--- src/rtl/dino_pkg.sv ---
// Shared definitions for the dino controller and the dino sprite renderer:
// state encoding, sprite-select codes, datapath widths and default tuning.
package dino_pkg;

  // Datapath widths: Y math is signed 12 bit, the exported origin is 11 bit.
  localparam int Y_W      = 12;
  localparam int V_W      = 8;
  localparam int DINO_Y_W = 11;
  localparam int SEL_W    = 4;
  localparam int SCORE_W  = 16;

  // Default game tuning (pixels, pixels/frame, frames).
  localparam int DEF_GROUND_Y  = 300;
  localparam int DEF_JUMP_V    = 20;
  localparam int DEF_G         = 1;
  localparam int DEF_RUN_DIV   = 6;
  localparam int DEF_SCORE_DIV = 4;
  localparam int DEF_DEAD_HOLD = 30;

  // Sprite-select codes understood by the renderer.
  localparam logic [SEL_W-1:0] SEL_STAND  = 4'd0;
  localparam logic [SEL_W-1:0] SEL_RUN_A  = 4'd1;
  localparam logic [SEL_W-1:0] SEL_RUN_B  = 4'd2;
  localparam logic [SEL_W-1:0] SEL_DUCK_A = 4'd3;
  localparam logic [SEL_W-1:0] SEL_DUCK_B = 4'd4;
  localparam logic [SEL_W-1:0] SEL_JUMP   = 4'd5;
  localparam logic [SEL_W-1:0] SEL_DEAD   = 4'd6;

  typedef enum logic [2:0] {
    ST_IDLE = 3'd0,
    ST_RUN  = 3'd1,
    ST_JUMP = 3'd2,
    ST_DUCK = 3'd3,
    ST_DEAD = 3'd4
  } dino_state_e;

  // True in the states where the game clock (score) is live.
  function automatic logic is_running(input dino_state_e s);
    return (s == ST_RUN) || (s == ST_JUMP) || (s == ST_DUCK);
  endfunction

  // Sprite code for a state and leg phase (phase only matters for RUN/DUCK).
  function automatic logic [SEL_W-1:0] sel_code(input dino_state_e s, input logic ph);
    logic [SEL_W-1:0] code;
    case (s)
      ST_RUN:  code = ph ? SEL_RUN_B : SEL_RUN_A;
      ST_DUCK: code = ph ? SEL_DUCK_B : SEL_DUCK_A;
      ST_JUMP: code = SEL_JUMP;
      ST_DEAD: code = SEL_DEAD;
      default: code = SEL_STAND;
    endcase
    return code;
  endfunction

endpackage

--- src/rtl/dino_ctrl_rise_latch.sv ---
// Rising-edge detector with a sticky pending flag. The flag is visible in the
// same cycle as the edge, so an edge coinciding with clr is still seen once.
module rise_latch (
  input  logic clk,
  input  logic rst,
  input  logic d,
  input  logic clr,
  output logic pending
);

  logic d_q;
  logic flag_q;
  logic rise;

  assign rise    = d & ~d_q;
  assign pending = flag_q | rise;

  // Track the previous input level and hold the flag until cleared.
  always_ff @(posedge clk) begin
    if (rst) begin
      d_q    <= 1'b0;
      flag_q <= 1'b0;
    end else begin
      d_q    <= d;
      flag_q <= clr ? 1'b0 : (flag_q | rise);
    end
  end

endmodule

--- src/rtl/dino_ctrl.sv ---
// Dino game/motion controller: state machine, vertical physics, leg
// animation phase, score prescaler and post-death hold. Everything advances
// only on frame_tick; all outputs come straight from registers.
//
// Handshake: there is no valid/ready pair here. frame_tick is a one-cycle
// strobe that is always accepted; jump is edge-captured every clk and the
// capture is consumed (or dropped) on the next frame_tick.
module dino_ctrl
  import dino_pkg::*;
#(
  parameter int GROUND_Y  = DEF_GROUND_Y,
  parameter int JUMP_V    = DEF_JUMP_V,
  parameter int G         = DEF_G,
  parameter int RUN_DIV   = DEF_RUN_DIV,
  parameter int SCORE_DIV = DEF_SCORE_DIV,
  parameter int DEAD_HOLD = DEF_DEAD_HOLD
) (
  input  logic                clk,
  input  logic                rst,
  input  logic                frame_tick,
  input  logic                jump,
  input  logic                duck,
  input  logic                hit,
  output logic [DINO_Y_W-1:0] dino_y,
  output logic [SEL_W-1:0]    dino_sel,
  output logic                running,
  output logic                dead,
  output logic [SCORE_W-1:0]  score,
  output dino_state_e         state_dbg
);

  localparam int LEG_W  = (RUN_DIV > 1) ? $clog2(RUN_DIV) : 1;
  localparam int PRE_W  = (SCORE_DIV > 1) ? $clog2(SCORE_DIV) : 1;
  localparam int HOLD_W = $clog2(DEAD_HOLD + 1);

  localparam logic signed [Y_W-1:0] GROUND_S = Y_W'(GROUND_Y);
  localparam logic signed [V_W-1:0] JUMP_S   = V_W'(JUMP_V);
  localparam logic signed [V_W-1:0] G_S      = V_W'(G);
  localparam logic signed [V_W-1:0] G2_S     = V_W'(2 * G);
  localparam logic [LEG_W-1:0]      LEG_LAST = LEG_W'(RUN_DIV - 1);
  localparam logic [PRE_W-1:0]      PRE_LAST = PRE_W'(SCORE_DIV - 1);
  localparam logic [HOLD_W-1:0]     HOLD_MAX = HOLD_W'(DEAD_HOLD);

  dino_state_e             state_q, state_nxt;
  logic signed [Y_W-1:0]   y_q, y_nxt, y_calc;
  logic signed [V_W-1:0]   v_q, v_nxt, v_fall;
  logic signed [Y_W-1:0]   v_ext;
  logic [LEG_W-1:0]        leg_cnt_q, leg_cnt_nxt;
  logic                    leg_ph_q, leg_ph_nxt;
  logic [PRE_W-1:0]        pre_q, pre_nxt;
  logic [SCORE_W-1:0]      score_q, score_nxt;
  logic [HOLD_W-1:0]       hold_q, hold_nxt;
  logic [SEL_W-1:0]        sel_q, sel_nxt;
  logic                    running_q, running_nxt;
  logic                    dead_q, dead_nxt;
  logic                    jump_pend;

  // Jump edges are captured between ticks; every tick clears the capture.
  rise_latch u_jump_latch (
    .clk     (clk),
    .rst     (rst),
    .d       (jump),
    .clr     (frame_tick),
    .pending (jump_pend)
  );

  // Sign-extend velocity into the Y domain; y grows downwards, v is upward.
  assign v_ext  = {{(Y_W - V_W){v_q[V_W-1]}}, v_q};
  assign y_calc = y_q - v_ext;
  assign v_fall = v_q - (duck ? G2_S : G_S);

  // Next-state, physics and counter updates, evaluated only on frame ticks.
  always_comb begin
    state_nxt   = state_q;
    y_nxt       = y_q;
    v_nxt       = v_q;
    leg_cnt_nxt = leg_cnt_q;
    leg_ph_nxt  = leg_ph_q;
    pre_nxt     = pre_q;
    score_nxt   = score_q;
    hold_nxt    = hold_q;

    if (frame_tick) begin
      unique case (state_q)
        ST_IDLE: begin
          if (jump_pend) begin
            state_nxt = ST_JUMP;
            v_nxt     = JUMP_S;
            score_nxt = '0;
            pre_nxt   = '0;
          end
        end
        ST_RUN: begin
          if (hit) begin
            state_nxt = ST_DEAD;
          end else if (jump_pend) begin
            state_nxt = ST_JUMP;
            v_nxt     = JUMP_S;
          end else if (duck) begin
            state_nxt = ST_DUCK;
          end
        end
        ST_DUCK: begin
          if (hit) begin
            state_nxt = ST_DEAD;
          end else if (jump_pend) begin
            state_nxt = ST_JUMP;
            v_nxt     = JUMP_S;
          end else if (!duck) begin
            state_nxt = ST_RUN;
          end
        end
        ST_JUMP: begin
          // A hit freezes y where it is; otherwise integrate and clamp on landing.
          if (hit) begin
            state_nxt = ST_DEAD;
          end else begin
            v_nxt = v_fall;
            if (y_calc >= GROUND_S) begin
              y_nxt     = GROUND_S;
              v_nxt     = '0;
              state_nxt = duck ? ST_DUCK : ST_RUN;
            end else begin
              y_nxt = y_calc;
            end
          end
        end
        ST_DEAD: begin
          // Jumps are dropped until the hold has fully elapsed.
          if (hold_q < HOLD_MAX) begin
            hold_nxt = hold_q + 1'b1;
          end else if (jump_pend) begin
            state_nxt = ST_RUN;
            y_nxt     = GROUND_S;
            v_nxt     = '0;
            score_nxt = '0;
            pre_nxt   = '0;
            hold_nxt  = '0;
          end
        end
        default: state_nxt = ST_IDLE;
      endcase

      // Entering DEAD restarts the leg animation and the hold timer.
      if (state_nxt == ST_DEAD && state_q != ST_DEAD) begin
        leg_cnt_nxt = '0;
        leg_ph_nxt  = 1'b0;
        hold_nxt    = '0;
        v_nxt       = '0;
      end else if (state_q == ST_RUN || state_q == ST_DUCK) begin
        if (leg_cnt_q == LEG_LAST) begin
          leg_cnt_nxt = '0;
          leg_ph_nxt  = ~leg_ph_q;
        end else begin
          leg_cnt_nxt = leg_cnt_q + 1'b1;
        end
      end

      // Score counts surviving frames; the fatal frame does not score.
      if (is_running(state_q) && state_nxt != ST_DEAD) begin
        if (pre_q == PRE_LAST) begin
          pre_nxt = '0;
          if (score_q != '1) begin
            score_nxt = score_q + 1'b1;
          end
        end else begin
          pre_nxt = pre_q + 1'b1;
        end
      end
    end
  end

  // Registered output decode from the next state.
  always_comb begin
    sel_nxt     = sel_code(state_nxt, leg_ph_nxt);
    running_nxt = is_running(state_nxt);
    dead_nxt    = (state_nxt == ST_DEAD);
  end

  // State, datapath and output registers with synchronous reset.
  always_ff @(posedge clk) begin
    if (rst) begin
      state_q   <= ST_IDLE;
      y_q       <= GROUND_S;
      v_q       <= '0;
      leg_cnt_q <= '0;
      leg_ph_q  <= 1'b0;
      pre_q     <= '0;
      score_q   <= '0;
      hold_q    <= '0;
      sel_q     <= SEL_STAND;
      running_q <= 1'b0;
      dead_q    <= 1'b0;
    end else begin
      state_q   <= state_nxt;
      y_q       <= y_nxt;
      v_q       <= v_nxt;
      leg_cnt_q <= leg_cnt_nxt;
      leg_ph_q  <= leg_ph_nxt;
      pre_q     <= pre_nxt;
      score_q   <= score_nxt;
      hold_q    <= hold_nxt;
      sel_q     <= sel_nxt;
      running_q <= running_nxt;
      dead_q    <= dead_nxt;
    end
  end

  assign dino_y    = y_q[DINO_Y_W-1:0];
  assign dino_sel  = sel_q;
  assign running   = running_q;
  assign dead      = dead_q;
  assign score     = score_q;
  assign state_dbg = state_q;

endmodule

--- config.mk ---
export PLATFORM = sky130hd
export DESIGN_NAME = dino_ctrl
export DESIGN_NICKNAME = d
export VERILOG_FILES = /design/src/rtl/dino_pkg.sv /design/src/rtl/dino_ctrl_rise_latch.sv /design/src/rtl/dino_ctrl.sv
export SDC_FILE = /design/constraint.sdc
export NUM_CORES = 1
export LEC_CHECK = 0
export CORE_MARGIN = 4
export CORE_UTILIZATION = 64
export DETAILED_ROUTE_END_ITERATION = 16
export DONT_BUFFER_PORTS = 1
export MAX_ROUTING_LAYER = met4
export PLACE_DENSITY_LB_ADDON = 0.15
export SLEW_MARGIN = 0
export SYNTH_ARGS = -nofsm -noshare
export SYNTH_HDL_FRONTEND = slang
export SYNTH_HIERARCHICAL = 1
export SYNTH_SLANG_ARGS = --single-unit
--- constraint.sdc ---
create_clock -name clk -period 4.1 [get_ports clk]
set_clock_uncertainty 0.2 [all_clocks]
set_input_delay 0.41 -clock clk [delete_from_list [all_inputs] [get_ports clk]]
set_output_delay 0.41 -clock clk [all_outputs]
set_load 0.05 [all_outputs]
==> results.yml, run 1 <==
critical_path:
  worst_ep_required_time_ns: 4.13
  worst_setup_path_start_kind: "flop"
  reg2regPathDepth: 13
  crit_cells: 13
  regToRegSetupSlack_ns: 0.57
  end_kind: "flop"
  cp_cell_sequence: "inv_1, ha_1, inv_1, fa_1, and3_1, or3_1, a32oi_1, nor3_1, o311ai_2, and2_1, o21ai_1, o22a_1, or2_1"
  endpoint_of_the_worst_slack_reg_to_reg_timing_path: "y_q[2]"
  cp_slowest_stage_delay_ns: 0.48
  worst-setup-path-type: "reg -> reg"
  critical_path.startpoint: "y_q[0]"
  timing.critical_path.buf_inv: 2
  critical-path-top-delay-family: "simple AND/OR/NAND/NOR gates"
  critical-path-top-cell-by-count: "sky130_fd_sc_hd__inv_1"
  worst_ep_arrival_time_ns: 3.56
  crit_slowest_cell: "sky130_fd_sc_hd__dfxtp_1"
  critPathMaxFanout: 5
  r2r_startpoint: "y_q[0]"
  crit_path_to: "y_q[2]"
route:
  finalWirelength_mm: 8.56
  post_drt_wl_per_cell_um: 16.1
  vias: 3317
  ant_nets: 0
  drt_first_pass_iters: 4
  post_drt_via_cell_ratio: 6.23
  drcViolationCount: 0
  drt_iter0_markers: 239
clock_network:
  h-tree-depth: 3
  max-clock-path-buffers: 2
  ctsHoldBuffers: 2
  clkTransAtPathRegs_ns: 0.06
  cts_tree: "yes"
  post_cts.repair.setup_buffers: 0
  resized_cells_post_cts: 0
  numCtsBuffers: 9
  cts_root_buf: "sky130_fd_sc_hd__clkbuf_8"
  tritoncts_num_sinks: 57
  clk-insertion-delay-late_ns: 0.34
timing:
  final_hold_viol_count: 0
  grt_setup_unrepaired: "no"
  finalSetupViolCount: 0
  timing.final.crit_share_pct: 86.1
  number_of_slew_limit_violations_in_the_final_report: 0
  timing.setup.tns_ns: 0
  worst_pin_slew_ns: 0.799
  relSlewSlack_pct: 46.7
  finalCriticalPeriod_ns: 3.53
  fmax_ghz: 0.283
synthesis:
  synth_compound_gate_area_share_pct: 25.4
  ys_async_sr_fraction_pct: 0
  synth_simple_gate_area_share_pct: 25.3
  ys_ff_latch: 57
  syn-num-nets: 477
  netlist_area_sq_mm: 0.00364
  synthesis.instances: 453
  synth_top_family_by_area: "compound AO/OA/AOI/OAI gates"
  muxShareOfSynthArea_pct: 2.27
  post_synth_num_cell_types: 73
  synth_edf_count: 0
  yosysTopAreaCellShare_pct: 31.4
  yosys.area_share.adder_pct: 6.60
  yosys_most_used_dff: "sky130_fd_sc_hd__dfxtp_1"
  post_synth_main_area_contributors: "sky130_fd_sc_hd__dfxtp_1 31%, sky130_fd_sc_hd__nor2_1 6.6%, sky130_fd_sc_hd__ha_1 5.5%"
  yosys_warnings: 6
  syn_area_per_cell_sq_um: 8.03
  ys_seq_area_share_pct: 31.4
  yosys-top-cells-count: "64 x sky130_fd_sc_hd__nor2_1, 57 x sky130_fd_sc_hd__dfxtp_1, 35 x sky130_fd_sc_hd__a21oi_1, 21 x sky130_fd_sc_hd__nand2_1, 21 x sky130_fd_sc_hd__nor3_1"
  synthXorXnorAreaFrac_pct: 3.09
  most_frequent_cell_after_synthesis: "sky130_fd_sc_hd__nor2_1"
  synth_area_leader_cell: "sky130_fd_sc_hd__dfxtp_1"
floorplanning:
  initial_standard_cell_utilization_of_the_core_pct: 66.1
  die_height_um: 83.4
  ios: 42
  rows: 27
  fp.dieArea_sq_mm: 0.00696
  die_width_um: 83.4
  core_area_sq_mm: 0.00551
placement:
  detailedPlacementHpwl_mm: 6.10
  dp_cells: 517
  finalWeightedCongestion: 0.882
  port_buffers: 0
power:
  power.density_mw_per_mm2: 469
  design_power_total_mw: 1.83
  vdd_ir_drop_max_mv: 0.225
  cellLeakagePower_nw: 1.46
finish:
  insertedDiodeCount: 0
  finalNonFillerCells: 532
  post_route_cells_drive_above_1_share_pct: 10.9
  flow.area_growth_from_synthesis_pct: 7.08
  num-nets-final: 482
  n_fill_cell: 460
global_route:
  first_global_vias: 3165
  initial_antenna_violation_count: 0
  grt_start_max_net_pins: 50
  grt.total_usage_pct: 25.9
  wire_length_of_the_first_global_routing_pass_mm: 14.5
  overflow: 0
outcome:
  outcome: "finished clean"
run:
  cap_viol_max_count: 0
worst_hold_path:
  hold_class: "in -> reg"
==> layout by cell type (no fill, tap or decap), types with 9 or more instances in the layout <==
cell type | Yosys | layout
sky130_fd_sc_hd__dfxtp_1 | 57 | 57
sky130_fd_sc_hd__buf_4 | 12 | 17
sky130_fd_sc_hd__a21o_1 | 12 | 12
sky130_fd_sc_hd__ha_1 | 16 | 16
sky130_fd_sc_hd__inv_1 | 18 | 18
sky130_fd_sc_hd__nor2_1 | 64 | 64
sky130_fd_sc_hd__xnor2_1 | 9 | 9
sky130_fd_sc_hd__clkbuf_8 | 0 | 10
sky130_fd_sc_hd__nand3_1 | 14 | 14
sky130_fd_sc_hd__o21ai_0 | 19 | 19
sky130_fd_sc_hd__nor3_1 | 21 | 21
sky130_fd_sc_hd__a22oi_1 | 12 | 12
sky130_fd_sc_hd__nand2_1 | 21 | 21
sky130_fd_sc_hd__and2_1 | 9 | 9
sky130_fd_sc_hd__a21oi_1 | 35 | 35
==> state kept, by name, summed over array words and instances (netlist names) <==
signal / cells
pre_q: 2
running: 1
u_jump_latch/flag_q: 1
state_dbg: 3
score: 16
dead: 1
v_q: 8
leg_ph_q: 1
leg_cnt_q: 3
hold_q: 5
dino_sel: 3
u_jump_latch/d_q: 1
y_q: 12
==> cell families (layout without fill, tap and decap cells) <==
group / count (synthesis) / count (layout)
DFF: 57 / 57
muxes: 8 / 8
adders and majority gates: 18 / 18
xor gates and xnor gates: 12 / 12
other: 1 / 1
buffers and inverters: 44 / 51
AOI/OAI and AO/OA: 134 / 134
and+or+nand+nor: 179 / 179
==> how the worst min path moves through the flow <==
stage	from	end	slack [ns]	cells after the start
floorplan	u_jump_latch/flag_q	u_jump_latch/flag_q	0.23	1
global placement	u_jump_latch/flag_q	u_jump_latch/flag_q	0.24	1
detailed placement	u_jump_latch/flag_q	u_jump_latch/flag_q	0.25	1
CTS	jump	u_jump_latch/d_q	0.004	1
global route	jump	u_jump_latch/d_q	0.03	1
finish	jump	u_jump_latch/d_q	0.006	1
==> per-layer routing <==
metal	up-vias	global-route usage, %	wire [um]
li1	1651	-	-
met1	1548	30.0	3670
met2	92	42.3	4170
met3	26	6.15	507
met4	0	12.2	224
met5	-	-	0
==> power breakdown <==
group	leakage, nW	internal, mW	switching, mW
logic	0.916	0.287	0.423
registers	0.462	0.593	0.0899
clock network	0.0782	0.225	0.211
==> metrics by stage <==
step	hold slack [ns]	setup slack, ns	cell area [sq um]	util [%]
3_5_place_dp	0.252	0.600	3720	67.5
3_3_place_gp	0.240	0.662	3720	67.5
5_1_grt	0.0260	0.446	3900	70.8
2_1_floorplan	0.233	1.08	3640	-
4_1_cts	0.00376	0.579	3900	70.8
6_report	0.00606	0.571	3900	70.8
==> layout make-up <==
cell class	count	area [sq um]	share of cell area [%]
Timing Repair Buffer	19	158	4.05
Tap cell	72	90.1	2.31
Sequential cell	57	1140	29.3
Multi-Input combinational cell	352	2290	58.7
Inverter	19	71.3	1.83
Clock buffer	12	145	3.73
Clock inverter	1	5.00	0.128
No activity file was read; power rests on OpenSTA's default activity.
==> inputs of run 2 (changes only) <==
==> constraint.sdc (replaced) <==
create_clock -name clk -period 4.1 [get_ports clk]
set_clock_uncertainty 0.2 [all_clocks]
set_input_delay 0.615 -clock clk [delete_from_list [all_inputs] [get_ports clk]]
set_output_delay 0.615 -clock clk [all_outputs]
set_load 0.05 [all_outputs]
==> results.yml, run 2 (same netlist as run 1, synthesis figures left out) <==
global_route:
  grt.total_usage_pct: 25.6
  overflow: 0
  initial_antenna_violation_count: 0
  grt_start_max_net_pins: 54
  wire_length_of_the_first_global_routing_pass_mm: 14.4
  first_global_vias: 3176
critical_path:
  worst_ep_arrival_time_ns: 3.53
  cp_cell_sequence: "inv_1, ha_1, inv_1, fa_1, and3_1, or3_1, a32oi_1, nor3_1, o311ai_2, and2_1, o21ai_1, o22a_1, or2_1"
  worst-setup-path-type: "reg -> reg"
  worst_setup_path_start_kind: "flop"
  timing.critical_path.buf_inv: 2
  critPathMaxFanout: 5
  worst_ep_required_time_ns: 4.12
  critical-path-top-cell-by-count: "sky130_fd_sc_hd__inv_1"
  critical-path-top-delay-family: "simple AND/OR/NAND/NOR gates"
  cp_slowest_stage_delay_ns: 0.48
  reg2regPathDepth: 13
  r2r_startpoint: "y_q[0]"
  crit_slowest_cell: "sky130_fd_sc_hd__dfxtp_1"
  endpoint_of_the_worst_slack_reg_to_reg_timing_path: "y_q[2]"
  end_kind: "flop"
  regToRegSetupSlack_ns: 0.59
power:
  vdd_ir_drop_max_mv: 0.224
  cellLeakagePower_nw: 1.44
  switching_share_pct: 39.3
  combinationalPowerShare_pct: 38.5
  power.density_mw_per_mm2: 469
  design_power_total_mw: 1.81
  p_int_mw: 1.10
  clock_power_share_pct: 23.9
  power.net_switching_uw: 713
  sequentialPowerShare_pct: 37.6
finish:
  flow.area_growth_from_synthesis_pct: 6.26
  post_route_cells_drive_above_1_share_pct: 10.7
  flip_flop_count_of_the_largest_register_all_copies_and_words_added: 16
  insertedDiodeCount: 0
  layout.cells.most_common: "sky130_fd_sc_hd__nor2_1"
  n_fill_cell: 465
  fin_area_sq_mm: 0.00387
  finalNonFillerCells: 530
  mostFrequentLayoutCells: "64 x sky130_fd_sc_hd__nor2_1, 57 x sky130_fd_sc_hd__dfxtp_1, 35 x sky130_fd_sc_hd__a21oi_1, 21 x sky130_fd_sc_hd__nand2_1, 21 x sky130_fd_sc_hd__nor3_1"
  finalCoreUtilization_pct: 70.2
  num-nets-final: 480
timing:
  final_hold_viol_count: 0
  grt_setup_unrepaired: "no"
  finalHoldWorstSlack_ns: 0.144
  number_of_slew_limit_violations_in_the_final_report: 0
  finalSetupViolCount: 0
  worst_pin_slew_ns: 0.799
  finalCriticalPeriod_ns: 3.51
  fmax_ghz: 0.285
  timing.setup.tns_ns: 0
  timing.final.crit_share_pct: 85.6
  fin_ws_ns: 0.592
  relSlewSlack_pct: 46.7
clock_network:
  ctsHoldBuffers: 0
  clk-insertion-delay-late_ns: 0.34
  cts_tree: "yes"
  post_cts.repair.setup_buffers: 0
  resized_cells_post_cts: 0
  max-clock-path-buffers: 2
  tritoncts_num_sinks: 57
  cts_root_buf: "sky130_fd_sc_hd__clkbuf_8"
  numCtsBuffers: 9
  clkTransAtPathRegs_ns: 0.07
  h-tree-depth: 3
floorplanning:
  die_height_um: 83.4
  initial_standard_cell_utilization_of_the_core_pct: 66.1
  core_area_sq_mm: 0.00551
  ios: 42
  die_width_um: 83.4
  rows: 27
  fp.dieArea_sq_mm: 0.00696
placement:
  port_buffers: 0
  detailedPlacementHpwl_mm: 6.10
  postPlaceCellArea_sq_mm: 0.00372
  finalWeightedCongestion: 0.882
  dp_cells: 517
  placement.setup.worst_slack_ns: 0.600
route:
  drt_iter0_markers: 248
  finalWirelength_mm: 8.40
  post_drt_wl_per_cell_um: 15.8
  drt_first_pass_iters: 4
  ant_nets: 0
  drcViolationCount: 0
  vias: 3288
  post_drt_via_cell_ratio: 6.20
worst_hold_path:
  hold_class: "in -> reg"
  hold_path_depth: 1
  hold_endpoint: "state_dbg[0]"
  startpoint_of_the_most_critical_hold_path: "rst"
outcome:
  outcome: "finished clean"
run:
  cap_viol_max_count: 0
-- run 2: power groups by stage --
stage | registers (mW) | clock network, mW | logic (mW)
finish | 0.682 | 0.434 | 0.698
global route | 0.687 | 0.464 | 0.769
CTS | 0.682 | 0.440 | 0.692
detailed placement | 0.695 | 0 | 0.687
global placement | 0.693 | 0 | 0.670
floorplan | 0.680 | 0 | 0.585
-- run 2: how the worst max path moves through the flow --
stage,startpoint,to,slack (ns),cells after the start
2_1_floorplan,y_q[0],dino_sel[0],1.08,13
3_3_place_gp,y_q[0],y_q[2],0.66,13
3_5_place_dp,y_q[0],y_q[2],0.60,13
4_1_cts,y_q[0],y_q[2],0.58,13
5_1_grt,y_q[0],dino_sel[0],0.45,13
6_report,y_q[0],y_q[2],0.59,13
-- run 2: area by class of cell --
cell class,instances,area (sq um),area share [%]
flip-flops and latches,57,1140,29.5
multi-input cells,352,2290,59.1
clock inverters,1,5.00,0.129
well taps,72,90.1,2.33
clock buffers,12,145,3.75
inverters,19,71.3,1.84
repair buffers,17,128,3.30
-- run 2: metal layers --
layer / global-route usage [%] / vias to the layer above / part of all wire (%)
met5: - / - / 0
met4: 13.5 / 0 / 2.5
met3: 6.15 / 21 / 5.7
met2: 41.6 / 77 / 49
met1: 29.1 / 1540 / 43
li1: - / 1650 / -
-- run 2: worst register-to-register path, stage by stage (launching register included) --
cell                       delay [ns]
sky130_fd_sc_hd__dfxtp_1         0.48
sky130_fd_sc_hd__inv_1           0.12
sky130_fd_sc_hd__ha_1            0.19
sky130_fd_sc_hd__inv_1           0.06
sky130_fd_sc_hd__fa_1            0.41
sky130_fd_sc_hd__and3_1          0.18
sky130_fd_sc_hd__or3_1           0.33
sky130_fd_sc_hd__a32oi_1         0.16
sky130_fd_sc_hd__nor3_1          0.09
sky130_fd_sc_hd__o311ai_2        0.39
sky130_fd_sc_hd__and2_1          0.21
sky130_fd_sc_hd__o21ai_1         0.16
sky130_fd_sc_hd__o22a_1          0.23
sky130_fd_sc_hd__or2_1           0.19
